<file path="src/rtl/uart_tx_frame.sv">
// uart_tx_frame -- UART transmitter.
//   Takes one word over a valid/ready handshake and sends it as a serial frame:
//   start bit (0), DATA_BITS data bits LSB first, an optional even-parity bit,
//   and STOP_BITS stop bits (1). Each bit lasts CLKS_PER_BIT i_clk cycles.
//
// Build option:
//   UART_TX_PARITY_EN  when defined, a PARITY bit (even parity over the data)
//                      follows the last data bit. When undefined, the frame
//                      goes straight from DATA to STOP.
//
// Ports:
//   i_clk    in   1          system clock, posedge
//   i_reset  in   1          asynchronous active-low reset
//   i_data   in   DATA_BITS  word to send, latched on the accepting edge
//   i_valid  in   1          i_data valid
//   o_ready  out  1          a word can be accepted this cycle
//   o_txd    out  1          serial line (registered), idles high
//   o_busy   out  1          frame in progress
//   o_done   out  1          pulse in the last cycle of the final stop bit
module uart_tx_frame #(
  parameter int CLKS_PER_BIT = 8,
  parameter int DATA_BITS    = 8,
  parameter int STOP_BITS    = 1
) (
  input  logic                 i_clk,
  input  logic                 i_reset,
  input  logic [DATA_BITS-1:0] i_data,
  input  logic                 i_valid,
  output logic                 o_ready,
  output logic                 o_txd,
  output logic                 o_busy,
  output logic                 o_done
);

  localparam int              DIV_W     = (CLKS_PER_BIT > 1) ? $clog2(CLKS_PER_BIT) : 1;
  localparam logic [DIV_W-1:0] DIV_LAST = DIV_W'(CLKS_PER_BIT - 1);
  localparam logic [2:0]      DATA_LAST = 3'(DATA_BITS - 1);
  localparam logic [2:0]      STOP_LAST = 3'(STOP_BITS - 1);

  typedef enum logic [2:0] {
    S_IDLE,
    S_START,
    S_DATA,
`ifdef UART_TX_PARITY_EN
    S_PARITY,
`endif
    S_STOP
  } state_t;

  state_t                 r_state;
  state_t                 w_state_nxt;
  logic [DIV_W-1:0]       r_div;
  logic [2:0]             r_bit;      // data index in DATA, stop-bit index in STOP
  logic [2:0]             w_bit_nxt;
  logic [DATA_BITS-1:0]   r_data;
  logic                   r_txd;
  logic                   w_txd_nxt;
  logic                   w_tick;     // last cycle of the current bit
  logic                   w_last;     // last cycle of the frame
  logic                   w_accept;

`ifdef UART_TX_PARITY_EN
  logic w_parity;
  assign w_parity = ^r_data;
`endif

  assign w_tick   = (r_state != S_IDLE) && (r_div == DIV_LAST);
  assign w_last   = (r_state == S_STOP) && w_tick && (r_bit == STOP_LAST);
  assign w_accept = i_valid && o_ready;

  // State register
  always_ff @(posedge i_clk or negedge i_reset) begin
    if (!i_reset) r_state <= S_IDLE;
    else          r_state <= w_state_nxt;
  end

  // Next-state logic
  always_comb begin
    w_state_nxt = r_state;
    case (r_state)
      S_IDLE:  if (w_accept) w_state_nxt = S_START;
      S_START: if (w_tick)   w_state_nxt = S_DATA;
      S_DATA: begin
        if (w_tick && (r_bit == DATA_LAST)) begin
`ifdef UART_TX_PARITY_EN
          w_state_nxt = S_PARITY;
`else
          w_state_nxt = S_STOP;
`endif
        end
      end
`ifdef UART_TX_PARITY_EN
      S_PARITY: if (w_tick) w_state_nxt = S_STOP;
`endif
      S_STOP: begin
        // An accept in the final stop cycle chains the next frame with no idle gap.
        if (w_last) w_state_nxt = w_accept ? S_START : S_IDLE;
      end
      default: w_state_nxt = S_IDLE;
    endcase
  end

  // Outputs
  always_comb begin
    o_busy  = (r_state != S_IDLE);
    o_ready = (r_state == S_IDLE) || w_last;
    o_done  = w_last;
  end

  assign o_txd = r_txd;

  // Bit index and the next line level both follow the next state, so the line
  // register already holds the right level in the first cycle of each bit.
  always_comb begin
    w_bit_nxt = r_bit;
    if (w_state_nxt != r_state) w_bit_nxt = 3'd0;
    else if (w_tick)            w_bit_nxt = r_bit + 3'd1;
  end

  always_comb begin
    w_txd_nxt = 1'b1;
    case (w_state_nxt)
      S_START:  w_txd_nxt = 1'b0;
      S_DATA:   w_txd_nxt = r_data[w_bit_nxt];
`ifdef UART_TX_PARITY_EN
      S_PARITY: w_txd_nxt = w_parity;
`endif
      default:  w_txd_nxt = 1'b1;
    endcase
  end

  // Datapath registers
  always_ff @(posedge i_clk or negedge i_reset) begin
    if (!i_reset) begin
      r_div  <= '0;
      r_bit  <= 3'd0;
      r_data <= '0;
      r_txd  <= 1'b1;
    end else begin
      if ((r_state == S_IDLE) || w_tick) r_div <= '0;
      else                               r_div <= r_div + 1'b1;
      r_bit <= w_bit_nxt;
      if (w_accept) r_data <= i_data;
      r_txd <= w_txd_nxt;
    end
  end

endmodule

</file>
<file path="config.mk">
export PLATFORM = sky130hd
export DESIGN_NAME = uart_tx_frame
export DESIGN_NICKNAME = d
export VERILOG_FILES = /design/src/rtl/uart_tx_frame.sv
export SDC_FILE = /design/constraint.sdc
export NUM_CORES = 1
export LEC_CHECK = 0
export CELL_PAD_IN_SITES_DETAIL_PLACEMENT = 0
export CELL_PAD_IN_SITES_GLOBAL_PLACEMENT = 1
export CORE_MARGIN = 8
export CORE_UTILIZATION = 51
export DETAILED_ROUTE_END_ITERATION = 16
export DONT_BUFFER_PORTS = 1
export GPL_TIMING_DRIVEN = 0
export MAX_ROUTING_LAYER = met4
export PLACE_DENSITY = 0.82
export REMOVE_ABC_BUFFERS = 1
export SLEW_MARGIN = 5
export SYNTH_ARGS = -nofsm -noshare
export SYNTH_HDL_FRONTEND = slang
export SYNTH_SLANG_ARGS = --single-unit
export TNS_END_PERCENT = 20
</file>
<file path="constraint.sdc">
create_clock -name i_clk -period 3.35 [get_ports i_clk]
set_clock_uncertainty 0.15 [all_clocks]
set_input_delay 0.5025 -clock i_clk [delete_from_list [all_inputs] [get_ports i_clk]]
set_output_delay 0.5025 -clock i_clk [all_outputs]
set_load 0.1 [all_outputs]
</file>
## Yosys cells after proc, flatten, opt, wreduce, memory -nomap -nowiden

Cells that the tools add are included.

- Bits in registers: 18
- Latch bits: 0
- Bits in writable memories: 0
- ROM bits: 0
- Input bits: 11
- Output and inout bits: 4
- Word-level logic and storage cells: 38
- Memories: 0

- Add/sub/neg operators: 2
- $mul: 0
- Div/mod/pow operators: 0
- $lt $le $gt $ge: 1
- Equal/unequal tests: 8
- Shift-type cells: 0
- Multiplexer cells: 12
- Bitwise logic cells: 0
- Reduce and logical (&&, ||, !) cells: 10

Operator list:

| cell | number |
|---|---|
| 3-bit 2-to-1 mux | 7 |
| 3-bit one-hot mux with 4 select lines | 1 |
| 3-bit by 2-bit == test with 1-bit output (second input constant) | 3 |
| 3-bit by 1-bit adder with 3-bit output (second input constant) | 2 |
| 3-bit by 1-bit == test with 1-bit output (second input constant) | 2 |
| 3-bit == test (second input constant) | 2 |
| 3-bit logical NOT | 2 |
| 1-bit logical AND | 5 |
| 3-bit by 4-bit < comparator with 1-bit output (second input constant) | 1 |
| 1-bit binary-select mux with 3-bit select | 1 |
| 3-bit inequality test | 1 |
| 3-bit nonzero test | 1 |
| 1-bit logical OR | 2 |
| 1-bit 2-to-1 mux | 2 |
| 1-bit one-hot mux with 2 select lines | 1 |

## Logic depth before layout (Yosys ltp)

Gate-level depths: netlist of run 1.

- Depth in word-level cells: 14
- Mapped depth: 8
- Mapped depth without buffers: 8

## Worst setup path before layout of run 1

Ideal clock, no wire load.

- Path type: register to register
- Start: register r_div[0]
- End: register r_data[0]
- Setup time: 0.128 ns
- Arrival: 3.505 ns
- Required time: 3.072 ns
- Setup slack: -0.432 ns
- Cell stages (with the launch flop): 8
- Path buffers: 0
- Clock period less this slack: 3.782 ns
- Path through: dfrtp_1 > ha_1 > ha_1 > nand2_1 > or3_1 > a21oi_1 > nand2_2 > mux2_1

- Cells in the longest elaborated chain, start to end: 6

Ends and longest elaborated chain:

| item | line | source |
|---|---|---|
| start: declaration | 52 | `logic [DIV_W-1:0] r_div;` |
| start signal: assignment | 141 | `else r_div <= r_div + 1'b1;` |
| 3-bit == test | 67 | `assign w_tick = (r_state != S_IDLE) && (r_div == DIV_LAST);` |
| 1-bit logical AND | 67 |  |
| 1-bit logical AND (2 in a row) | 68 | `assign w_last = (r_state == S_STOP) && w_tick && (r_bit == STOP_LAST);` |
| 1-bit logical OR | 106 | `o_ready = (r_state == S_IDLE) \|\| w_last;` |
| net o_ready | 29 | `output logic o_ready,` |
| 1-bit logical AND | 69 | `assign w_accept = i_valid && o_ready;` |
| end signal: assignment | 143 | `if (w_accept) r_data <= i_data;` |
| end: declaration | 55 | `logic [DATA_BITS-1:0] r_data;` |

The timed path passes the listed nets, and every way through them passes these cells.
A chain may end at the register's enable or synchronous reset.

## Worst setup path in the final report of run 1

- Start: register r_div[0]
- End: output o_done

- Cells in the longest elaborated chain, start to end: 4

Ends and longest elaborated chain:

| item | line | source |
|---|---|---|
| 3-bit == test | 67 |  |
| 1-bit logical AND | 67 |  |
| 1-bit logical AND (2 in a row) | 68 |  |
| end: declaration | 32 | `output logic o_done` |

No other way between the ends.

==> out/metrics.csv, run 1 <==
stage,metric,value,unit
status,outcome,finished clean,
setup_path,crit_type,reg -> out,
synthesis,seq_area_frac_synth,46.5,%
synthesis,ys_warn_count,0,
setup_path,crit_fanout,6,
setup_path,path_cells,"ha_1, ha_1, nand2_1, or3_1, nor2_2",
final_layout,n_fill_cell,163,
floorplanning,die_y,59.6,microns
floorplanning,core,1760,sq um
placed_design,gp_congestion,0.833,
clocking,root_buffer,clkbuf_4,
floorplanning,design.portCount,15,
run,cap_violations,0,
final_layout,final_cell_mix,"dfrtp_1 (17), mux2_1 (9), inv_1 (5), ha_1 (5), a21oi_1 (4)",
drt,drtIter0Drc,11,
drt,dr.pass1.iters,4,
final_layout,final_layout_size_suffix_gt1_share,14.3,%
final_layout,mostFrequentLayoutCell,dfrtp_1,
sta,grt_setup_unrepaired,false,
worst_hold_path,hold_end,r_data[1],
placed_design,hpwl,1320,microns
synthesis,syn_inst,86,
drt,vias_per_cell,5.42,
sta,max_slew_margin,29.5,%
global_routing,grt_pass1_vias,656,
synthesis,synth_area_per_cell,11.3,sq um
clocking,clk_latency,0.29,ns
placed_design,dpl-instance-area,1030,sq um
clocking,cts_buffers,3,
clocking,clk_pin_slew,0.10,ns
clocking,cts_tree,yes,
clocking,cts_sinks,18,
sta,drv_slew,0,
worst_hold_path,whs_path_depth,1,
drt,wire_per_inst,14.8,microns
synthesis,synth_edf_count,0,
sta,period_share,94.6,%
power_and_ir_drop,peakVddDrop,0.420,mV
synthesis,ys_types,35,
final_layout,syn_to_final_growth,10.7,%
sta,hold_viol_final,0,
setup_path,cpPeakStageDelay,0.82,ns
final_layout,final_nets,108,
setup_path,critPathArrivalTime,2.52,ns
setup_path,setup.worst_path.start_class,flip-flop,
drt,final_antenna_net_count,0,
clocking,clockBufferDepth,2,
power_and_ir_drop,power.leakage,0.000468,uW
global_routing,grt_usage,11.7,%
worst_hold_path,hold_path_class,in -> reg,
placed_design,io_buffers,0,
setup_path,required,2.70,ns
setup_path,timing.rr.end,r_data[7],
global_routing,overflow,0,
global_routing,antenna_found_initial,0,
power_and_ir_drop,power_density,486,nW/um^2
final_layout,final_area,1070,sq um
drt,wirelength,1710,microns
synthesis,synthFlopType,dfrtp_1,
worst_hold_path,hp-start,i_data[1],
setup_path,critPathCaptureType,primary output,
floorplanning,die-area,3560,sq um
floorplanning,die_width,59.6,microns
setup_path,cp_common_cell,ha_1,
setup_path,r2r_cells,9,
sta,fin_tns_setup,0,ns
setup_path,reg2reg_slack,0.61,ns
final_layout,n_antenna_cell,0,
sta,period_minus_slack,3.17,ns
clocking,cts_setup_buffers,0,
sta,worst_pin_slew,1.06,ns
drt,drc,0,
sta,setup_viol,0,
clocking,hold_buffers,1,
sta,max_freq,316,MHz
clocking,htree_levels,1,
synthesis,yosys_register_bits,18,
final_layout,utilization,60.9,%
synthesis,async_reset_ff_share,100,%
setup_path,r2r-start,r_div[0],
global_routing,grt_pass1_wl,2990,microns
floorplanning,rows,15,
drt,num_vias,629,
clocking,cts-resized-gates,0,
floorplanning,initial_core_util,55.0,%
global_routing,grt_max_degree,19,
setup_path,critPathSlowestCell,nor2_2,
synthesis,syn_area,971,sq um
through the flow:
step / std cells / total power, uW / setup WS (ns) / hold WS, ns
after floorplan: 84 / 366 / -0.432 / 0.0569
after global placement: 109 / 381 / -0.711 / 0.0574
after detailed placement: 111 / 392 / 0.499 / 0.0573
after CTS: 116 / 532 / 0.170 / 0.173
after global routing: 116 / 553 / 0.0943 / 0.164
final: 116 / 522 / 0.182 / 0.186
sequential cells by signal, summed over array words and instances, names as in the netlist:
name     flops
r_data       8
r_bit        3
r_div        3
r_state      3
o_txd        1
synthesized netlist by cell type, types with 2 or more instances:
master	instances	area, sq um
a31oi_1	2	12.5
mux2_1	9	101
nand2_1	3	11.3
nand3_1	3	15.0
nor3_1	3	15.0
dfrtp_1	17	425
ha_1	5	62.6
nor2_1	4	15.0
and2_1	2	12.5
nand2b_1	2	12.5
a21oi_1	5	25.0
mux2i_1	3	30.0
inv_1	5	18.8
xnor2_1	2	17.5
kinds of logic (layout without fill, tap and decap cells):
group | Yosys count | count (layout) | synth area share [%]
compound gates | 13 | 13 | 10.1
xor+xnor | 3 | 3 | 2.71
fa+ha+maj | 5 | 5 | 6.44
buf+inv | 7 | 12 | 3.09
flops | 18 | 18 | 46.5
mux | 12 | 12 | 13.5
other cells | 1 | 1 | 0.386
simple gates | 27 | 27 | 17.3
per-layer routing:
layer,vias to the layer above,track usage [%],wire [microns]
li1,318,-,-
met1,293,14.4,809
met2,12,15.7,813
met3,6,2.60,28
met4,0,9.86,63
met5,-,-,0
report_power, final:
group          internal (uW)  switching [uW]  leakage (uW)
Combinational           45.5            56.0      0.000225
Sequential               256            33.8      0.000223
Clock                   66.2            64.8     0.0000210
Total                    368             155      0.000468
worst max-delay path by stage:
stage,startpoint,endpoint,cells after the start
after floorplan,r_div[0],r_data[0],7
after global placement,r_div[0],r_data[6],7
after detailed placement,r_div[0],o_done,5
after CTS,r_div[0],o_done,5
after global routing,r_div[0],o_done,5
final,r_div[0],o_done,5
cell type report:
class	instances	area, sq um	area share (%)
clock buffers	4	36.3	3.38
inverters	5	18.8	1.75
multi-input cells	61	495	46.1
flip-flops and latches	18	452	42.0
well taps	25	31.3	2.91
repair buffers	3	41.3	3.84
worst max-delay path, delay by kind of cell (launching register included):
family | cells | cell delay (ns)
and+or+nand+nor | 3 | 1.40
adders and majority gates | 2 | 0.46
DFF | 1 | 0.36
No activity file was read; power rests on OpenSTA's default activity.
==> run 2: changes to the inputs <==
- ABC_AREA: not set -> 1
- CORE_UTILIZATION: 51 -> 49
- PLACE_DENSITY: 0.82 -> 0.84
==> run 2 against run 1 <==
- sequential power grew 3%
- final area is 7.8% higher
- non-clock buffer count decreased by 2
- setup slack better by 0.15 ns
- critical path depth up 3
- combinational power is 63% higher
- first-iteration DRC count increased to 3.8 times the previous value
- largest cell class unchanged
- via count rose by 26%
- highest routed layer unchanged
==> out/metrics.csv, run 2 <==
stage,metric,value,unit
synthesis,synth_area_per_cell,8.32,sq um
synthesis,yosys-top-cells-area,"dfrtp_1 (40%), inv_1 (7.0%), nand2_1 (6.6%)",
drt,num_vias,791,
final_layout,final_area,1160,sq um
floorplanning,rows,17,
placed_design,io_buffers,0,
sta,fin_tns_setup,0,ns
setup_path,crit_fanout,16,
worst_hold_path,hold_path_class,in -> reg,
drt,final_antenna_net_count,0,
synthesis,seq_area_frac_synth,42.1,%
sta,max_freq,331,MHz
final_layout,regMostFlops,r_data,
power_and_ir_drop,power.leakage,0.000634,uW
final_layout,n_fill_cell,196,
global_routing,grt_pass1_vias,752,
global_routing,grt_max_degree,19,
clocking,htree_levels,1,
final_layout,mostFrequentLayoutCell,inv_1,
sta,period_minus_slack,3.02,ns
setup_path,critPathSlowestCell,o21ai_4,
setup_path,required,3.43,ns
clocking,root_buffer,clkbuf_4,
drt,wirelength,1910,microns
sta,worst_pin_slew,1.13,ns
global_routing,grt_usage,10.8,%
final_layout,n_antenna_cell,0,
setup_path,critPathArrivalTime,3.10,ns
setup_path,critPathCaptureType,flip-flop,
clocking,clk_latency,0.29,ns
synthesis,syn_area,1070,sq um
floorplanning,initial_core_util,50.0,%
final_layout,final_cell_mix,"inv_1 (20), nand2_1 (19), dfrtp_1 (17)",
final_layout,syn_to_final_growth,7.93,%
drt,drtIter0Drc,42,
final_layout,final_nets,150,
synthesis,yosys_register_bits,18,
clocking,cts_sinks,18,
synthesis,syn_inst,129,
final_layout,largest_reg_flops,8,
clocking,clk_pin_slew,0.10,ns
final_layout,fin_cells,161,
drt,vias_per_cell,4.91,
floorplanning,core,2150,sq um
synthesis,synth_edf_count,0,
drt,drc,0,
global_routing,grt_pass1_wl,3290,microns
sta,grt_setup_unrepaired,false,
synthesis,yosysTopAreaCell,dfrtp_1,
sta,max_slew_margin,24.7,%
clocking,cts_buffers,3,
setup_path,setup.worst_path.start_class,flip-flop,
synthesis,synthFlopType,dfrtp_1,
floorplanning,die-area,3940,sq um
power_and_ir_drop,peakVddDrop,0.342,mV
clocking,cts_tree,yes,
synthesis,netlist.area_leader.share,39.6,%
synthesis,yosys-top-cells-count,"inv_1 (20), nand2_1 (19), dfrtp_1 (17), nand3_1 (14), nor2_1 (14)",
setup_path,crit_type,reg -> reg,
clocking,cts_setup_buffers,0,
sta,drv_slew,0,
setup_path,cpPeakStageDelay,0.62,ns
clocking,clockBufferDepth,2,
final_layout,register_area,452,sq um
synthesis,yosysMostFrequentCell,inv_1,
power_and_ir_drop,power_density,515,nW/um^2
global_routing,overflow,0,
sta,setup_viol,0,
drt,dr.pass1.iters,4,
status,outcome,finished clean,
drt,wire_per_inst,11.8,microns
placed_design,pre_cts_ws,-0.0541,ns
placed_design,place_inst,156,
floorplanning,die_width,62.8,microns
floorplanning,die_y,62.8,microns
placed_design,dpl-instance-area,1100,sq um
setup_path,path_cells,"ha_1, ha_1, nand4_2, o21ai_4, nand2_1, o21ai_1, xor2_1, nand2_1",
final_layout,final_layout_size_suffix_gt1_share,20.3,%
sta,hold_viol_final,0,
placed_design,gp_congestion,0.837,
placed_design,hpwl,1510,microns
synthesis,ys_warn_count,0,
setup_path,reg2reg_slack,0.33,ns
run,cap_violations,0,
floorplanning,design.portCount,15,
synthesis,ys_types,27,
global_routing,antenna_found_initial,0,
sta,period_share,90.1,%
final_layout,multi_input_area,534,sq um
sta,fin_ws,0.332,ns
synthesis,async_reset_ff_share,100,%
[run 2: stage by stage]
stage | utilization, % | hold WS (ns) | total power [uW]
floorplan | - | 0.0569 | 436
global placement | 51.4 | 0.0575 | 456
detailed placement | 51.4 | 0.0576 | 463
CTS | 53.9 | 0.188 | 601
global route | 53.9 | 0.183 | 638
finish | 53.9 | 0.185 | 597
[run 2: metal layers]
| layer | vias up | share of wire [%] | wire, microns | global-route usage, % |
|---|---|---|---|---|
| met1 | 364 | 46 | 879 | 12.5 |
| met3 | 5 | 4.2 | 81 | 3.05 |
| met4 | 0 | 2.7 | 51 | 7.69 |
| li1 | 408 | - | - | - |
| met2 | 14 | 47 | 894 | 15.8 |
| met5 | - | 0 | 0 | - |
[run 2: logic make-up (layout without fill, tap and decap cells)]
logic type | Yosys count | count (layout) | synth area share [%]
compound gates | 12 | 12 | 6.53
mux | 1 | 1 | 1.05
xor+xnor | 2 | 2 | 2.33
simple gates | 65 | 65 | 33.0
fa+ha+maj | 5 | 5 | 5.83
flops | 18 | 18 | 42.1
other cells | 1 | 1 | 0.349
buf+inv | 25 | 29 | 8.86
[run 2: worst paths after layout]
kind,startpoint,endpoint,cells after the start
worst max-delay path,r_div[0],o_txd,8
worst min-delay path,i_data[3],r_data[3],1
worst max register to register,r_div[0],o_txd,8
worst min register to register,r_div[0],r_div[0],1
max in group asynchronous,i_reset,r_state[0],1
min in group asynchronous,i_reset,r_data[3],1
[run 2: report_power, final]
| group | total, uW | switching [uW] | internal, uW |
|---|---|---|---|
| Clock | 133 | 66.4 | 66.3 |
| Sequential | 299 | 37.5 | 261 |
| Combinational | 165 | 113 | 52.3 |
[run 2: cell type report]
type / count / area share, %
Inverter: 24 / 7.88
Timing Repair Buffer: 1 / 0.864
Clock buffer: 4 / 3.13
Multi-Input combinational cell: 86 / 46.1
Tap cell: 28 / 3.02
Sequential cell: 18 / 39.0
[run 2: critical path, delay by kind of cell, from the launching register on]
| family | cells | cell delay (ns) |
|---|---|---|
| DFF | 1 | 0.37 |
| xor gates and xnor gates | 1 | 0.18 |
| adders and majority gates | 2 | 0.44 |
| and+or+nand+nor | 3 | 0.79 |
| AOI/OAI and AO/OA | 2 | 1.02 |
[run 2: timing repair]
item,4_1_cts,5_1_grt
setup endpoints to repair,1,0
resized for setup,1,0
endpoints found under the hold margin,18,0
hold buffers,1,0
